<file path="src/rtl/vsync_pi_filter_pkg.sv">
// Shared definitions for the Vsync phase detector / PI loop filter:
// FSM state encoding, default widths and the saturating clamp helper.
package vsync_pi_filter_pkg;

  localparam int DEF_WIDTH     = 17;
  localparam int DEF_WIDTH_ERR = 22;

  typedef enum logic [2:0] {
    S_WAIT_REF,
    S_TRACK,
    S_ERR,
    S_INT,
    S_OUT
  } state_e;

  // Wide enough that no PI sum or shift can wrap before clamping.
  typedef logic signed [63:0] wide_t;

  function automatic wide_t sat(input wide_t v, input wide_t lo, input wide_t hi);
    if (v < lo) return lo;
    if (v > hi) return hi;
    return v;
  endfunction

endpackage

</file>
<file path="src/rtl/vsync_phase_meter.sv">
// Vsync synchroniser, Vsync/fref rising-edge detectors and the phase counter
// measuring cycles since the last fref rise.
module vsync_phase_meter
  import vsync_pi_filter_pkg::*;
#(
  parameter int WIDTH = DEF_WIDTH
) (
  input  logic             clk_i,
  input  logic             rst_ni,
  input  logic             vsync_i,
  input  logic             fref_i,
  output logic [WIDTH-1:0] pc_o,
  output logic             cap_o,
  output logic             fref_rise_o
);

  logic             vs_s1_q, vs_s2_q, vs_d_q;
  logic             fref_q;
  logic [WIDTH-1:0] cnt_q, cnt_d;
  logic             vs_rise, fref_rise;

  assign vs_rise   = vs_s2_q & ~vs_d_q;
  assign fref_rise = fref_i & ~fref_q;

  always_comb begin
    cnt_d = cnt_q;
    if (fref_rise) begin
      cnt_d = '0;
    end else if (cnt_q != '1) begin
      cnt_d = cnt_q + WIDTH'(1);
    end
  end

  always_ff @(posedge clk_i or negedge rst_ni) begin
    if (!rst_ni) begin
      vs_s1_q <= 1'b0;
      vs_s2_q <= 1'b0;
      vs_d_q  <= 1'b0;
      fref_q  <= 1'b0;
      cnt_q   <= '0;
    end else begin
      vs_s1_q <= vsync_i;
      vs_s2_q <= vs_s1_q;
      vs_d_q  <= vs_s2_q;
      fref_q  <= fref_i;
      cnt_q   <= cnt_d;
    end
  end

  // The next counter value is presented so a coincident fref rise reads as 0
  // and the consumer can latch the capture on the same edge as vs_rise.
  assign pc_o        = cnt_d;
  assign cap_o       = vs_rise;
  assign fref_rise_o = fref_rise;

endmodule

</file>
<file path="src/rtl/vsync_pi_filter.sv">
// Phase detector and PI loop filter driving the signed fractional correction mf.
// Optional build macro VSYNC_PI_WINDOW_GATE_EN: window-gated integrator and clamped P term.
module vsync_pi_filter
  import vsync_pi_filter_pkg::*;
#(
  parameter int WIDTH     = DEF_WIDTH,
  parameter int WIDTH_ERR = DEF_WIDTH_ERR,
  parameter int LOCK_CNT  = 8
) (
  input  logic                        sys_clk,
  input  logic                        sync_rst_n,
  input  logic                        vsync_in,
  input  logic                        fref,
  input  logic [WIDTH-1:0]            m0,
  input  logic [2:0]                  ki,
  input  logic [2:0]                  kp,
  input  logic [2:0]                  k0,
  input  logic [WIDTH_ERR-1:0]        dlim,
  input  logic [9:0]                  win_width,
  output logic signed [WIDTH-1:0]     mf,
  output logic signed [WIDTH_ERR-1:0] err,
  output logic                        sample,
  output logic                        Venable,
  output logic                        pd_error
);

  localparam int    LW     = $clog2(LOCK_CNT + 1);
  localparam wide_t MF_MAX = (wide_t'(1) <<< (WIDTH - 1)) - wide_t'(1);
  localparam wide_t MF_MIN = -(wide_t'(1) <<< (WIDTH - 1));

  logic [WIDTH-1:0] pc;
  logic             cap, fref_rise;

  vsync_phase_meter #(.WIDTH(WIDTH)) u_meter (
    .clk_i      (sys_clk),
    .rst_ni     (sync_rst_n),
    .vsync_i    (vsync_in),
    .fref_i     (fref),
    .pc_o       (pc),
    .cap_o      (cap),
    .fref_rise_o(fref_rise)
  );

  state_e                      state_q;
  logic signed [WIDTH_ERR-1:0] err_q, err_d;
  logic signed [WIDTH_ERR-1:0] integ_q, integ_d;
  logic signed [WIDTH-1:0]     mf_q, mf_d;
  logic [LW-1:0]               lock_q;
  logic                        sample_q, ven_q, pd_q;

  logic [WIDTH_ERR-1:0] pc_ext, m0_ext;
  wide_t                err_w, err_abs, lim, p_err, u;
  logic                 in_win, integ_en;

  always_comb begin
    pc_ext  = WIDTH_ERR'(pc);
    m0_ext  = WIDTH_ERR'(m0);
    err_d   = (pc < (m0 >> 1)) ? signed'(pc_ext) : signed'(pc_ext - m0_ext);
    err_w   = wide_t'(err_q);
    err_abs = (err_w < 0) ? -err_w : err_w;
    in_win  = (err_abs <= wide_t'(win_width));
    lim     = wide_t'(dlim);
    integ_d = WIDTH_ERR'(sat(wide_t'(integ_q) + wide_t'(err_q >>> ki), -lim, lim));
`ifdef VSYNC_PI_WINDOW_GATE_EN
    integ_en = in_win;
    p_err    = sat(err_w, -wide_t'(win_width), wide_t'(win_width));
`else
    integ_en = 1'b1;
    p_err    = err_w;
`endif
    u    = wide_t'(integ_q) + (p_err >>> kp);
    mf_d = WIDTH'(sat(u >>> k0, MF_MIN, MF_MAX));
  end

  // Each result register loads on the edge leaving the state that computes it,
  // so err, integ and mf/sample land at V+1, V+2 and V+3 respectively.
  always_ff @(posedge sys_clk or negedge sync_rst_n) begin
    if (!sync_rst_n) begin
      state_q  <= S_WAIT_REF;
      err_q    <= '0;
      integ_q  <= '0;
      mf_q     <= '0;
      lock_q   <= '0;
      sample_q <= 1'b0;
      ven_q    <= 1'b0;
      pd_q     <= 1'b0;
    end else begin
      sample_q <= 1'b0;
      if (cap) begin
        pd_q <= 1'b1;
      end else if (fref_rise) begin
        pd_q <= 1'b0;
      end
      unique case (state_q)
        S_WAIT_REF: begin
          if (fref_rise) state_q <= S_TRACK;
        end
        S_TRACK: begin
          if (cap && (m0 != '0)) begin
            err_q   <= err_d;
            state_q <= S_ERR;
          end
        end
        S_ERR: begin
          if (integ_en) integ_q <= integ_d;
          state_q <= S_INT;
        end
        S_INT: begin
          mf_q     <= mf_d;
          sample_q <= 1'b1;
          if (in_win) begin
            if (lock_q >= LW'(LOCK_CNT - 1)) begin
              lock_q <= LW'(LOCK_CNT);
              ven_q  <= 1'b1;
            end else begin
              lock_q <= lock_q + LW'(1);
            end
          end else begin
            lock_q <= '0;
            ven_q  <= 1'b0;
          end
          state_q <= S_OUT;
        end
        S_OUT: begin
          state_q <= S_TRACK;
        end
        default: begin
          state_q <= S_WAIT_REF;
        end
      endcase
    end
  end

  assign mf       = mf_q;
  assign err      = err_q;
  assign sample   = sample_q;
  assign Venable  = ven_q;
  assign pd_error = pd_q;

endmodule

</file>
<file path="config.mk">
export PLATFORM = sky130hd
export DESIGN_NAME = vsync_pi_filter
export DESIGN_NICKNAME = d
export VERILOG_FILES = /design/src/rtl/vsync_pi_filter_pkg.sv /design/src/rtl/vsync_phase_meter.sv /design/src/rtl/vsync_pi_filter.sv
export SDC_FILE = /design/constraint.sdc
export NUM_CORES = 1
export LEC_CHECK = 0
export BUFFER_PORTS_ARGS = -buffer_cell sky130_fd_sc_hd__buf_2
export CAP_MARGIN = 20
export CORE_MARGIN = 2
export CORE_UTILIZATION = 31
export CTS_BUF_LIST = sky130_fd_sc_hd__clkbuf_2 sky130_fd_sc_hd__clkbuf_4 sky130_fd_sc_hd__clkbuf_8
export DETAILED_ROUTE_END_ITERATION = 16
export PLACE_DENSITY = 0.55
export SLEW_MARGIN = 20
export SYNTH_ARGS = -nofsm -noshare
export SYNTH_HDL_FRONTEND = slang
export SYNTH_HIERARCHICAL = 1
export SYNTH_SLANG_ARGS = --single-unit
export TNS_END_PERCENT = 10
</file>
<file path="constraint.sdc">
create_clock -name sys_clk -period 19.4 [get_ports sys_clk]
set_input_delay 1.94 -clock sys_clk [delete_from_list [all_inputs] [get_ports sys_clk]]
set_output_delay 1.94 -clock sys_clk [all_outputs]
set_load 0.02 [all_outputs]
</file>
# After elaboration in Yosys (flattened, before gate mapping)
# Index checks and enable logic that the tools add are counted.
[word_totals]
word_cells = 78
input_bits = 62
output_inout_bits = 42
reg_bits = 92
[op_classes]
n_reduce_logical = 7
bitwise = 4
addsub = 7
shifts = 3
eq_ne = 8
mux = 28
n_lt_le_gt_ge = 8
[ops]
columns = ["op", "count"]
rows = [
  ["22-bit by 64-bit adder with 64-bit output", 2],
  ["22-bit negation with 64-bit output", 2],
  ["22-bit by 3-bit >>> shifter with 64-bit output", 2],
  ["22-bit 2-to-1 mux", 5],
  ["17-bit 2-to-1 mux", 6],
  ["64-bit by 17-bit > comparator with 1-bit output (second input constant)", 1],
  ["64-bit by 23-bit > comparator with 1-bit output", 1],
  ["64-bit by 11-bit <= comparator with 1-bit output", 1],
  ["64-bit by 17-bit less-than comparator with 1-bit output (second input constant)", 1],
  ["64-bit less-than comparator", 1],
  ["64-bit 2-to-1 mux", 1],
  ["64-bit by 3-bit >>> shifter with 64-bit output", 1],
  ["22-bit by 1-bit less-than comparator with 1-bit output (second input constant)", 1],
  ["17-bit by 17-bit subtractor with 18-bit output", 1],
  ["17-bit by 1-bit adder with 17-bit output (second input constant)", 1],
  ["17-bit by 16-bit less-than comparator with 1-bit output", 1],
  ["17-bit inequality test (second input constant)", 1],
  ["17-bit nonzero test", 1],
  ["3-bit case mux with 5 select lines", 1],
  ["1-bit 2-to-1 mux", 11],
  ["4-bit 2-to-1 mux", 2],
  ["3-bit by 2-bit == test with 1-bit output (second input constant)", 2],
  ["3-bit 2-to-1 mux", 2],
  ["2-bit AND reduction", 3],
  ["other kinds (11)", 14],
]

# Depth between registers and ports, before layout
# Gate-level depths: netlist (run 1).
[depth]
word_depth = 8
ltp_mapped = 32
mapped_depth_nobuf = 29

# Hierarchy
# The synthesis (run 1) kept the hierarchy.
[modules_own_cells]
columns = ["mod", "cells_per_inst", "seq_area_each_um2", "instances", "area_per_inst_um2"]
rows = [
  ["vsync_pi_filter", 1787, 1676.6, 1, 13491.7],
  ["vsync_phase_meter", 105, 525.5, 1, 1022.2],
]

# Worst setup path after synthesis (run 1)
# Ideal clock, no wire load.
[synth_timing]
path_kind = "input to register"
start = "in ki[0]"
end = "reg integ_q[21]"
required_time_ns = 19.313
setup_time_ns = 0.087
arrival_time_ns = 8.167
path_buffers = 3
slack_ns = 11.146
cell_stages = 26
cell_sequence = "clkbuf_1 > buf_1 > mux2_2 > o21ai_0 > a21oi_1 > ha_1 > nor2b_1 > o31a_1 > o221a_2 > o22a_1 > a31oi_1 > o211ai_1 > a21oi_1 > o21ai_0 > fa_1 > ha_1 > nand4_1 > or2_2 > nor4_1 > o2111ai_1 > nand4_1 > nor2_1 > xnor2_1 > clkbuf_1 > nand3_1 > o211ai_1"
[synth_via]
elab_chain_len = 7
elab_cells_between_ends = 10
cone_classes = "add/sub (1); order compare (2); shift (1); mux (6)"
[synth_rtl]
columns = ["element", "line_no", "rtl"]
rows = [
  ["start, declared", "vsync_pi_filter.sv:15", "input logic [2:0] ki,"],
  ["22-bit by 3-bit >>> shifter with 64-bit output *", "vsync_pi_filter.sv:63", "integ_d = WIDTH_ERR'(sat(wide_t'(integ_q) + wide_t'(err_q >>> ki), -lim, lim));"],
  ["22-bit by 64-bit adder with 64-bit output *", "vsync_pi_filter.sv:63", ""],
  ["64-bit by 23-bit > comparator with 1-bit output", "vsync_pi_filter_pkg.sv:21", "if (v > hi) return hi;"],
  ["1-bit 2-to-1 mux (2 in series)", "vsync_pi_filter_pkg.sv:21", ""],
  ["22-bit 2-to-1 mux", "vsync_pi_filter_pkg.sv:22", "return v;"],
  ["22-bit 2-to-1 mux *", "vsync_pi_filter_pkg.sv:21", ""],
  ["end signal, assigned", "vsync_pi_filter.sv:105", "if (integ_en) integ_q <= integ_d;"],
  ["end, declared", "vsync_pi_filter.sv:46", "logic signed [WIDTH_ERR-1:0] integ_q, integ_d;"],
]
# Mark *: on every way between the ends. The rest lies on a longest branch, timed or not. The select of a mux whose other input is x is not followed.
# A chain may end at the register's enable or synchronous reset.

# Worst setup path in the final report (run 1)
[layout_timing]
start = "in ki[0]"
end = "reg integ_q[10]"
# Same word-level chain as after synthesis.

==> results.ini, run 1 <==
[yosys]
ys_types = 80
syn_nets = 2156
syn-mean-instance-area_sq_um = 7.67
yosysTopAreaCellShare_pct = 15.2
async_flop_share_pct = 100
synth.most_common_cell = ha_1
synth_edf_count = 0
ys_top_cells_by_area = dfrtp_1 15%, ha_1 15%, mux2i_1 5.7%
synth_top_area_cell = dfrtp_1
ys_warn_count = 6
synth_seq_cells = 88
synthesis.area_sq_um = 14500
syn_inst = 1892
synth_commonest_cells = 173 x ha_1, 170 x nand2_1, 164 x nor2_1
yosysSeqAreaShare_pct = 15.2
synth-main-ff-cell = dfrtp_1

[floorplanning]
coreArea_sq_um = 46400
start_util_pct = 31.3
ios = 104
row_count = 79
die_h_um = 220
die_area_sq_um = 48600
die_x_um = 220

[clock_tree]
hold_buffers = 0
clkSlewWorstSetupHoldPaths_ps = 100
root_buffer = clkbuf_8
tritoncts = built
clockBufferDepth = 2
clock-sinks = 88
h-tree-depth = 3
cts_resized = 0
insertion_delay_ps = 390
post-cts-setup-buffers = 0
cts_buffers = 9

[timing]
clock_skew_ps = 12.6
timing.setup.tns_ps = 0
hold_violations = 0
slew_headroom_pct = 22.8
max_freq_mhz = 113
fin_crit_sh_pct = 45.5
min_period_ps = 8830
final_max_slew_viol_count = 0
setup_viol = 0
tightest_slew_ps = 1160
rsz0062_at_grt = false

[power]
switching_power_mw = 1.04
power.share.sequential_pct = 16.0
p_leak_nw = 7.25
power_density_nw_per_um2 = 123
ir_worst_vdd_mv = 0.0458
switching_share_pct = 53.9
p_clk_share_pct = 7.2
internal_power_mw = 0.890
pwr-share-comb_pct = 76.8

[detailed_routing]
detail_route.wl_per_cell_um = 17.5
drc = 0
ant_nets = 0
vias_per_cell = 5.63
via_count = 14200
drt_first_pass_iters = 5
first_iter_violations = 912
finalWirelength_um = 44200

[cells_and_area]
nets = 2172
final_cells = 2520
utilization_pct = 33.7
final_layout_size_suffix_gt1_share_pct = 11.7
n_antenna_cell = 0
area_growth_syn_to_layout_pct = 7.76

[setup_path]
cp-start-kind = input port
required_ps = 19690
cp-end-kind = flop
crit_slowest_cell = a21oi_1
critPathKind = input port to flop
slowest_delay_ps = 470
crit_top_cell = o21ai_0
crit_fanout = 20
critical_path_arrival_ps = 9120

[global_route]
grt.total_usage_pct = 18.1
grt_pass1_wl_um = 71600
grt_pass1_vias = 13700
antenna_found_initial = 1
grt_max_degree = 53
gr-total-overflow = 0

[placed_design]
dp_hpwl_um = 35100
place_congestion = 0.905
port_buffers = 103
dp.cells = 2504

[min_path]
hp-class = flop to flop

[status]
status = finished clean

[run]
cap_violations = 0

## routing by layer
| layer | GRT usage (%) | vias up | wire (um) |
|---|---|---|---|
| met2 | 32.3 | 375 | 21900 |
| met1 | 23.2 | 6763 | 19400 |
| met3 | 1.68 | 64 | 1830 |
| li1 | - | 6998 | - |
| met5 | 0 | - | 0 |
| met4 | 5.21 | 0 | 1020 |
## path summary, 6_finish.rpt
| kind | to | cells past startpoint | start | slack [ps] |
|---|---|---|---|---|
| min in group asynchronous | err[3]$_DFFE_PN0P_ | 1 | sync_rst_n | 1520 |
| worst max-delay path | integ_q[10]$_DFFE_PN0N_ | 29 | ki[0] | 10570 |
| max in group asynchronous | u_meter/cnt_q[6]$_DFF_PN0_ | 2 | sync_rst_n | 16760 |
| worst max register to register | integ_q[10]$_DFFE_PN0N_ | 28 | err[4]$_DFFE_PN0P_ | 11980 |
| worst min register to register | u_meter/vs_s2_q$_DFF_PN0_ | 0 | u_meter/vs_s1_q$_DFF_PN0_ | 370 |
| worst min-delay path | u_meter/vs_s2_q$_DFF_PN0_ | 0 | u_meter/vs_s1_q$_DFF_PN0_ | 370 |
## cells by family (layout without fill, tap and decap cells)
logic type               after synthesis  in the layout  synth area share, %
multiplexers                         124            124                 9.84
AO/OA/AOI/OAI                        560            560                 24.8
AND/OR/NAND/NOR                      613            613                 20.3
XOR/XNOR                              77             77                 4.70
flip-flops                            88             88                 15.2
adder cells (fa/ha/maj)              202            202                 18.9
buffers and inverters                228            249                 6.21
## critical path: cells and delay by family
kind	cells	cell delay [ps]
mux	2	520
simple gates	8	1920
fa+ha+maj	4	970
buf+inv	4	750
xor+xnor	1	140
compound gates	10	2880
## cells in the final DEF (no fill, tap or decap), drive strengths merged, types with 17 or more instances in the layout
master    n
xnor2    67
or3      17
nand4    41
inv     115
o211ai   23
nor4     32
mux2i    82
mux2     30
a32oi    21
buf     116
nor2    164
o21ai   163
nor3     48
fa       29
dfrtp    88
a211oi   23
nand2   170
a21oi   141
ha      173
or2      20
nand3    43
o21a     19
nor2b    26
a21o     37
## power by group through the flow
stage               logic, mW  registers (mW)  clock network [mW]
floorplan                1.09           0.299                   0
global placement         1.45           0.314                   0
detailed placement       1.47           0.315                   0
CTS                      1.48           0.311               0.143
global route             1.66           0.317               0.151
finish                   1.48           0.309               0.138
## stage by stage
step                      hold WS (ps)  setup slack, ps  cell area (sq um)  power [mW]
final                              365            10570              15600        1.93
after global routing               375             9950              15600        2.13
after CTS                          366            10610              15600        1.93
after detailed placement           343            10210              15400        1.78
after global placement             337            10550              15400        1.76
after floorplan                    331            11150              14500        1.39
## flip-flops by register name (all words and copies together), names as in the netlist
| register | count |
|---|---|
| sample | 1 |
| u_meter/vs_s1_q | 1 |
| u_meter/fref_q | 1 |
| err | 18 |
| lock_q | 4 |
| pd_error | 1 |
| integ_q | 22 |
| mf | 17 |
| u_meter/cnt_q | 17 |
| u_meter/vs_s2_q | 1 |
| u_meter/vs_d_q | 1 |
| state_q | 3 |
| Venable | 1 |
## layout make-up
type / instances / area (sq um)
sequential: 88 / 2200
timing repair buffer: 116 / 616
fill: 4901 / 30700
multi-input combinational: 1576 / 11400
clock buffer: 9 / 124
tap: 607 / 759
clock inverter: 7 / 78.8
inverter: 117 / 439
No activity file was read; power rests on OpenSTA's default activity.
==> inputs of run 2 (changes only) <==
- ABC_AREA: not set -> 1
- PLACE_DENSITY: 0.55 -> 0.56
- clock period: 19.4 -> 8 ns (I/O delays scaled with it)
==> run 2 against run 1 <==
- first-iteration DRC count is 3.6% higher
- critical path type unchanged
- sequential share of layout area is 0.56 points lower
- count of clock-buffer cells in the layout is 1 higher
- combinational power grew to 2.7 times the previous value
- final cell count is 22% higher
- setup slack worse by 9600 ps
- routed wire length is 10% higher
- area after synthesis is 4.4% higher
- register-to-register slack worse by 11000 ps
- synthesized cell count is 28% higher
- largest power group unchanged
==> results.ini, run 2 <==
[status]
status = finished clean

[placed_design]
port_buffers = 103  ; unchanged
dp_hpwl_um = 39800  ; +13%
dp.cells = 3061  ; +22%
place_ws_ps = 392  ; -9810 ps
place_congestion = 0.933  ; +3.2%

[cells_and_area]
utilization_pct = 33.6  ; -0.18 points
final_cells = 3078  ; +22%
layout_common_cells = 709 x nand2_1, 279 x inv_1, 206 x o21ai_0
nets = 2714  ; +25%
final_layout_size_suffix_gt1_share_pct = 9.37  ; -2.3 points
largest_register_ff_count = 22  ; unchanged
largest_register = integ_q
area_growth_syn_to_layout_pct = 7.52
final_common_cell = nand2_1

[clock_tree]
post-cts-setup-buffers = 0  ; unchanged
cts_resized = 0  ; unchanged
clock-sinks = 88  ; unchanged
hold_buffers = 0  ; unchanged
root_buffer = clkbuf_8
insertion_delay_ps = 410  ; +20 ps
h-tree-depth = 3  ; unchanged
clockBufferDepth = 2  ; unchanged
cts_buffers = 9  ; unchanged
clkSlewWorstSetupHoldPaths_ps = 100  ; about the same
tritoncts = built

[yosys]
syn_nets = 2684  ; +24%
synth_seq_cells = 88  ; unchanged
syn_inst = 2420  ; +28%
ys_warn_count = 6  ; unchanged
synthesis.area_sq_um = 15200  ; +4.4%
ys_top_cells_by_area = nand2_1 18%, dfrtp_1 15%, ha_1 14%
yosysTopAreaCellShare_pct = 17.6  ; +2.4 points
synth.most_common_cell = nand2_1
async_flop_share_pct = 100  ; unchanged
synth_commonest_cells = 710 x nand2_1, 279 x inv_1, 206 x o21ai_0
syn-mean-instance-area_sq_um = 6.26  ; -18%
synth_edf_count = 0  ; unchanged
synth-main-ff-cell = dfrtp_1
yosysSeqAreaShare_pct = 14.5  ; -0.64 points
synth_top_area_cell = nand2_1
ys_types = 61  ; -24%

[setup_path]
cp-end-kind = flop
cp-start-kind = input port
crit_top_cell = nand2_1
slowest_delay_ps = 750  ; +280 ps
crit_slowest_cell = fa_1
crit_fanout = 25  ; +25%
required_ps = 8300  ; -11390 ps
r2r_cells = 25  ; -11%
critical_path_arrival_ps = 7290  ; -1830 ps
critPathKind = input port to flop

[timing]
tightest_slew_ps = 979  ; -177 ps
clock_skew_ps = 20.0  ; +7.37 ps
min_period_ps = 6990
timing.setup.tns_ps = 0  ; unchanged
max_freq_mhz = 143
hold_violations = 0  ; unchanged
setup_viol = 0  ; unchanged
rsz0062_at_grt = false
finalWorstSetupSlack_ps = 1010  ; -9560 ps
final_max_slew_viol_count = 0  ; unchanged
fin_crit_sh_pct = 87.3
slew_headroom_pct = 34.6  ; +12 points

[global_route]
grt_max_degree = 61  ; +15%
antenna_found_initial = 2  ; +1
grt.total_usage_pct = 19.2  ; +1.1 points
gr-total-overflow = 0  ; unchanged
grt_pass1_wl_um = 78900  ; +10%
grt_pass1_vias = 15500  ; +13%

[power]
power_mw = 5.09  ; +160%
power_density_nw_per_um2 = 313  ; +150%
ir_worst_vdd_mv = 0.150  ; +230%
p_leak_nw = 8.73  ; +20%

[floorplanning]
ios = 104  ; unchanged
coreArea_sq_um = 48500  ; +4.7%
die_x_um = 225  ; +2.1%
die_h_um = 225  ; +2.1%
row_count = 81  ; +2.5%
die_area_sq_um = 50700  ; +4.3%
start_util_pct = 31.2  ; -0.099 points

[detailed_routing]
finalWirelength_um = 48700  ; +10%
ant_nets = 0  ; unchanged
drc = 0  ; unchanged
via_count = 15900  ; +12%
first_iter_violations = 945  ; +3.6%
drt_first_pass_iters = 5  ; unchanged
vias_per_cell = 5.16  ; -8.4%
detail_route.wl_per_cell_um = 15.8  ; -9.7%

[min_path]
hp-class = input port to async pin

[run]
cap_violations = 0  ; unchanged

[run 2: changes by cell type in the layout (fill, tap and decap cells not counted), moves of 30 or more]
cell	previous run	this run
nand2_1	170	709
inv_1	110	279
nand3_1	43	187
mux2i_1	82	25
o21ai_0	160	206
nor2_1	164	123
xnor2_1	66	26
xor2_1	10	49
a21o_1	36	3
mux2_2	30	0
[run 2: cell type report]
| class | instances | area, sq um |
|---|---|---|
| sequential | 88 | 2200 |
| timing repair buffer | 116 | 616 |
| fill | 5396 | 32300 |
| clock buffer | 10 | 131 |
| inverter | 296 | 1110 |
| multi-input combinational | 1939 | 11400 |
| tap | 622 | 778 |
| antenna | 1 | 2.50 |
| clock inverter | 6 | 66.3 |
[run 2: routing by layer]
layer	share of wire [%]	global-route usage [%]	routed length [um]	vias up
met5	0	0	0	-
met4	2.4	5.60	1160	0
met3	3.4	1.96	1630	64
met2	49	34.2	23600	360
met1	46	24.4	22300	7384
li1	-	-	-	8072
[run 2: report_power, final]
group          switching [mW]  leakage [nW]  internal, mW  total, mW
registers               0.193          1.14         0.592      0.785
logic                    2.61          7.49          1.36       3.96
clock network           0.195         0.104         0.150      0.345
[run 2: worst paths after layout]
kind                                                start                         to  slack, ps
worst max-delay path                                ki[2]     integ_q[1]$_DFFE_PN0N_       1010
worst min-delay path                           sync_rst_n  u_meter/vs_s2_q$_DFF_PN0_        310
worst max register to register        err[20]$_DFFE_PN0P_     integ_q[1]$_DFFE_PN0N_       1050
worst min register to register  u_meter/vs_s1_q$_DFF_PN0_  u_meter/vs_s2_q$_DFF_PN0_        370
max in group asynchronous                      sync_rst_n    integ_q[16]$_DFFE_PN0N_       6480
min in group sys_clk            u_meter/vs_s1_q$_DFF_PN0_  u_meter/vs_s2_q$_DFF_PN0_        370
[run 2: critical path: cells and delay by family]
| family | cells | cell delay, ps |
|---|---|---|
| simple gates | 18 | 3510 |
| fa+ha+maj | 3 | 1500 |
| buf+inv | 7 | 1020 |
| compound gates | 2 | 430 |
[run 2: kinds of logic (layout without fill, tap and decap cells)]
family / Yosys count / in the layout / share of synthesized area (%)
buffers and inverters: 393 / 428 / 10.5
flip-flops: 88 / 88 / 14.5
AND/OR/NAND/NOR: 1214 / 1214 / 35.4
XOR/XNOR: 75 / 75 / 4.34
adder cells (fa/ha/maj): 202 / 202 / 18.1
multiplexers: 25 / 25 / 1.65
other: 0 / 1 / 0
AO/OA/AOI/OAI: 423 / 423 / 15.5
[run 2: stage by stage]
step	hold slack (ps)	area, sq um
finish	309	16300
global route	322	16300
CTS	285	16300
detailed placement	350	16100
global placement	335	16100
floorplan	331	15200
==> inputs of run 3 (changes only) <==
- MAX_ROUTING_LAYER: not set -> met4
==> run 3 against run 2 <==
- setup slack better by 38 ps
- power down 0.14%
- final cell count is essentially flat
- via count shrank 0.95%
- global-route usage is 0.32 points higher
- first-iteration DRC count is 14% higher
- combinational power barely moved
- clock skew barely moved
==> results.ini, run 3 (synthesis gave the netlist of run 2 again) <==
[status]
status = finished clean

[clock_tree]
clockBufferDepth = 2  ; unchanged
post-cts-setup-buffers = 0  ; unchanged
root_buffer = clkbuf_8
clock-sinks = 88  ; unchanged
h-tree-depth = 3  ; unchanged
clkSlewWorstSetupHoldPaths_ps = 90  ; about the same
cts_buffers = 9  ; unchanged
tritoncts = built
hold_buffers = 0  ; unchanged
insertion_delay_ps = 410  ; about the same

[detailed_routing]
detail_route.wl_per_cell_um = 15.6  ; -1.4%
finalWirelength_um = 48000  ; -1.3%
first_iter_violations = 1073  ; +14%
drc = 0  ; unchanged
drt_first_pass_iters = 5  ; unchanged
via_count = 15700  ; -0.95%
vias_per_cell = 5.11  ; -0.98%
ant_nets = 0  ; unchanged

[timing]
tightest_slew_ps = 959  ; -19.9 ps
rsz0062_at_grt = false
finalWorstSetupSlack_ps = 1050  ; +38.1 ps
min_period_ps = 6950  ; -38.1 ps
fin_crit_sh_pct = 86.9  ; -0.48 points
max_freq_mhz = 144  ; +0.55%
clock_skew_ps = 20.4  ; +0.402 ps
slew_headroom_pct = 35.9  ; +1.3 points
timing.setup.tns_ps = 0  ; unchanged
final_max_slew_viol_count = 0  ; unchanged
hold_ws_ps = 312  ; +3.31 ps
hold_violations = 0  ; unchanged
setup_viol = 0  ; unchanged

[cells_and_area]
final_common_cell = nand2_1
final_layout_size_suffix_gt1_share_pct = 9.36  ; about the same
area_growth_syn_to_layout_pct = 7.64
largest_register = integ_q
register_area_sq_um = 2200  ; unchanged
final_cell_area_sq_um = 16300  ; +0.11%
layout_common_cells = 709 x nand2_1, 279 x inv_1, 206 x o21ai_0
final_cells = 3079  ; +0.032%
largest_register_ff_count = 22  ; unchanged
nets = 2715  ; +0.037%
fillCellCount = 5312  ; -1.6%
multi_input_area_sq_um = 11400  ; about the same
utilization_pct = 33.6  ; +0.036 points

[placed_design]
dp_hpwl_um = 39500  ; -0.86%
dp.cells = 3062  ; +0.033%
place_ws_ps = 480  ; +87.1 ps
place_congestion = 0.958  ; +2.7%
port_buffers = 103  ; unchanged
place_area_sq_um = 16100  ; about the same

[floorplanning]
ios = 104  ; unchanged
die_area_sq_um = 50700  ; unchanged
die_h_um = 225  ; unchanged
die_x_um = 225  ; unchanged
row_count = 81  ; unchanged
coreArea_sq_um = 48500  ; unchanged
start_util_pct = 31.2  ; unchanged

[global_route]
gr-total-overflow = 0  ; unchanged
grt_pass1_wl_um = 78200  ; -0.86%
grt_max_degree = 61  ; unchanged
grt.total_usage_pct = 19.5  ; +0.32 points
antenna_found_initial = 1  ; -1
grt_pass1_vias = 15100  ; -2.0%

[setup_path]
critPathKind = input port to flop
cp-end-kind = flop
required_ps = 8290  ; about the same
crit_slowest_cell = fa_1
crit_fanout = 25  ; unchanged
crit_top_cell = nand2_1
slowest_delay_ps = 750  ; about the same
cp-start-kind = input port
critical_path_arrival_ps = 7240  ; -50 ps

[run]
cap_violations = 0  ; unchanged

[power]
power_mw = 5.08  ; -0.14%
power_density_nw_per_um2 = 312  ; -0.25%
p_leak_nw = 8.73  ; about the same
ir_worst_vdd_mv = 0.121  ; -19%

[min_path]
hp-class = input port to async pin

-- run 3: changes by cell type in the layout (fill, tap and decap cells not counted), sizes merged --
cell    delta
clkinv     -1
clkbuf     +1
buf        +1
-- run 3: final cells by class --
class	instances	area share [%]
Multi-Input combinational cell	1939	69.8
Sequential cell	88	13.5
Inverter	296	6.82
Tap cell	622	4.77
Timing Repair Buffer	117	3.82
Clock buffer	11	0.928
Clock inverter	5	0.376
Antenna cell	1	0.0153
-- run 3: layer usage --
layer,share of wire (%),vias to the layer above,GRT usage [%]
li1,-,8079,-
met2,48,352,33.2
met4,2.5,0,5.38
met3,3.6,59,1.89
met5,0,-,-
met1,46,7239,24.6
-- run 3: repair_timing --
item	CTS	global route
setup endpoints to repair	0	2
endpoints found under the hold margin	0	0
gates resized for setup	0	1
-- run 3: worst paths after layout --
| kind | start | endpoint | slack (ps) | depth (start not counted) |
|---|---|---|---|---|
| max | ki[2] | integ_q[21]$_DFFE_PN0N_ | 1050 | 30 |
| min | sync_rst_n | pd_error$_DFFE_PN0P_ | 310 | 1 |
| max reg2reg | err[16]$_DFFE_PN0P_ | integ_q[21]$_DFFE_PN0N_ | 1260 | 30 |
| min reg2reg | u_meter/vs_s1_q$_DFF_PN0_ | u_meter/vs_s2_q$_DFF_PN0_ | 360 | 0 |
| max in group asynchronous | sync_rst_n | integ_q[19]$_DFFE_PN0N_ | 6500 | 2 |
| min in group sys_clk | u_meter/vs_s1_q$_DFF_PN0_ | u_meter/vs_s2_q$_DFF_PN0_ | 360 | 0 |
-- run 3: power by group --
part | switching, mW | internal [mW]
Sequential | 0.190 | 0.592
Combinational | 2.60 | 1.35
Clock | 0.191 | 0.164
-- run 3: critical path: cells and delay by family --
kind / cells / cell delay (ps)
compound gates: 2 / 400
simple gates: 18 / 3500
buf+inv: 7 / 1020
fa+ha+maj: 3 / 1500
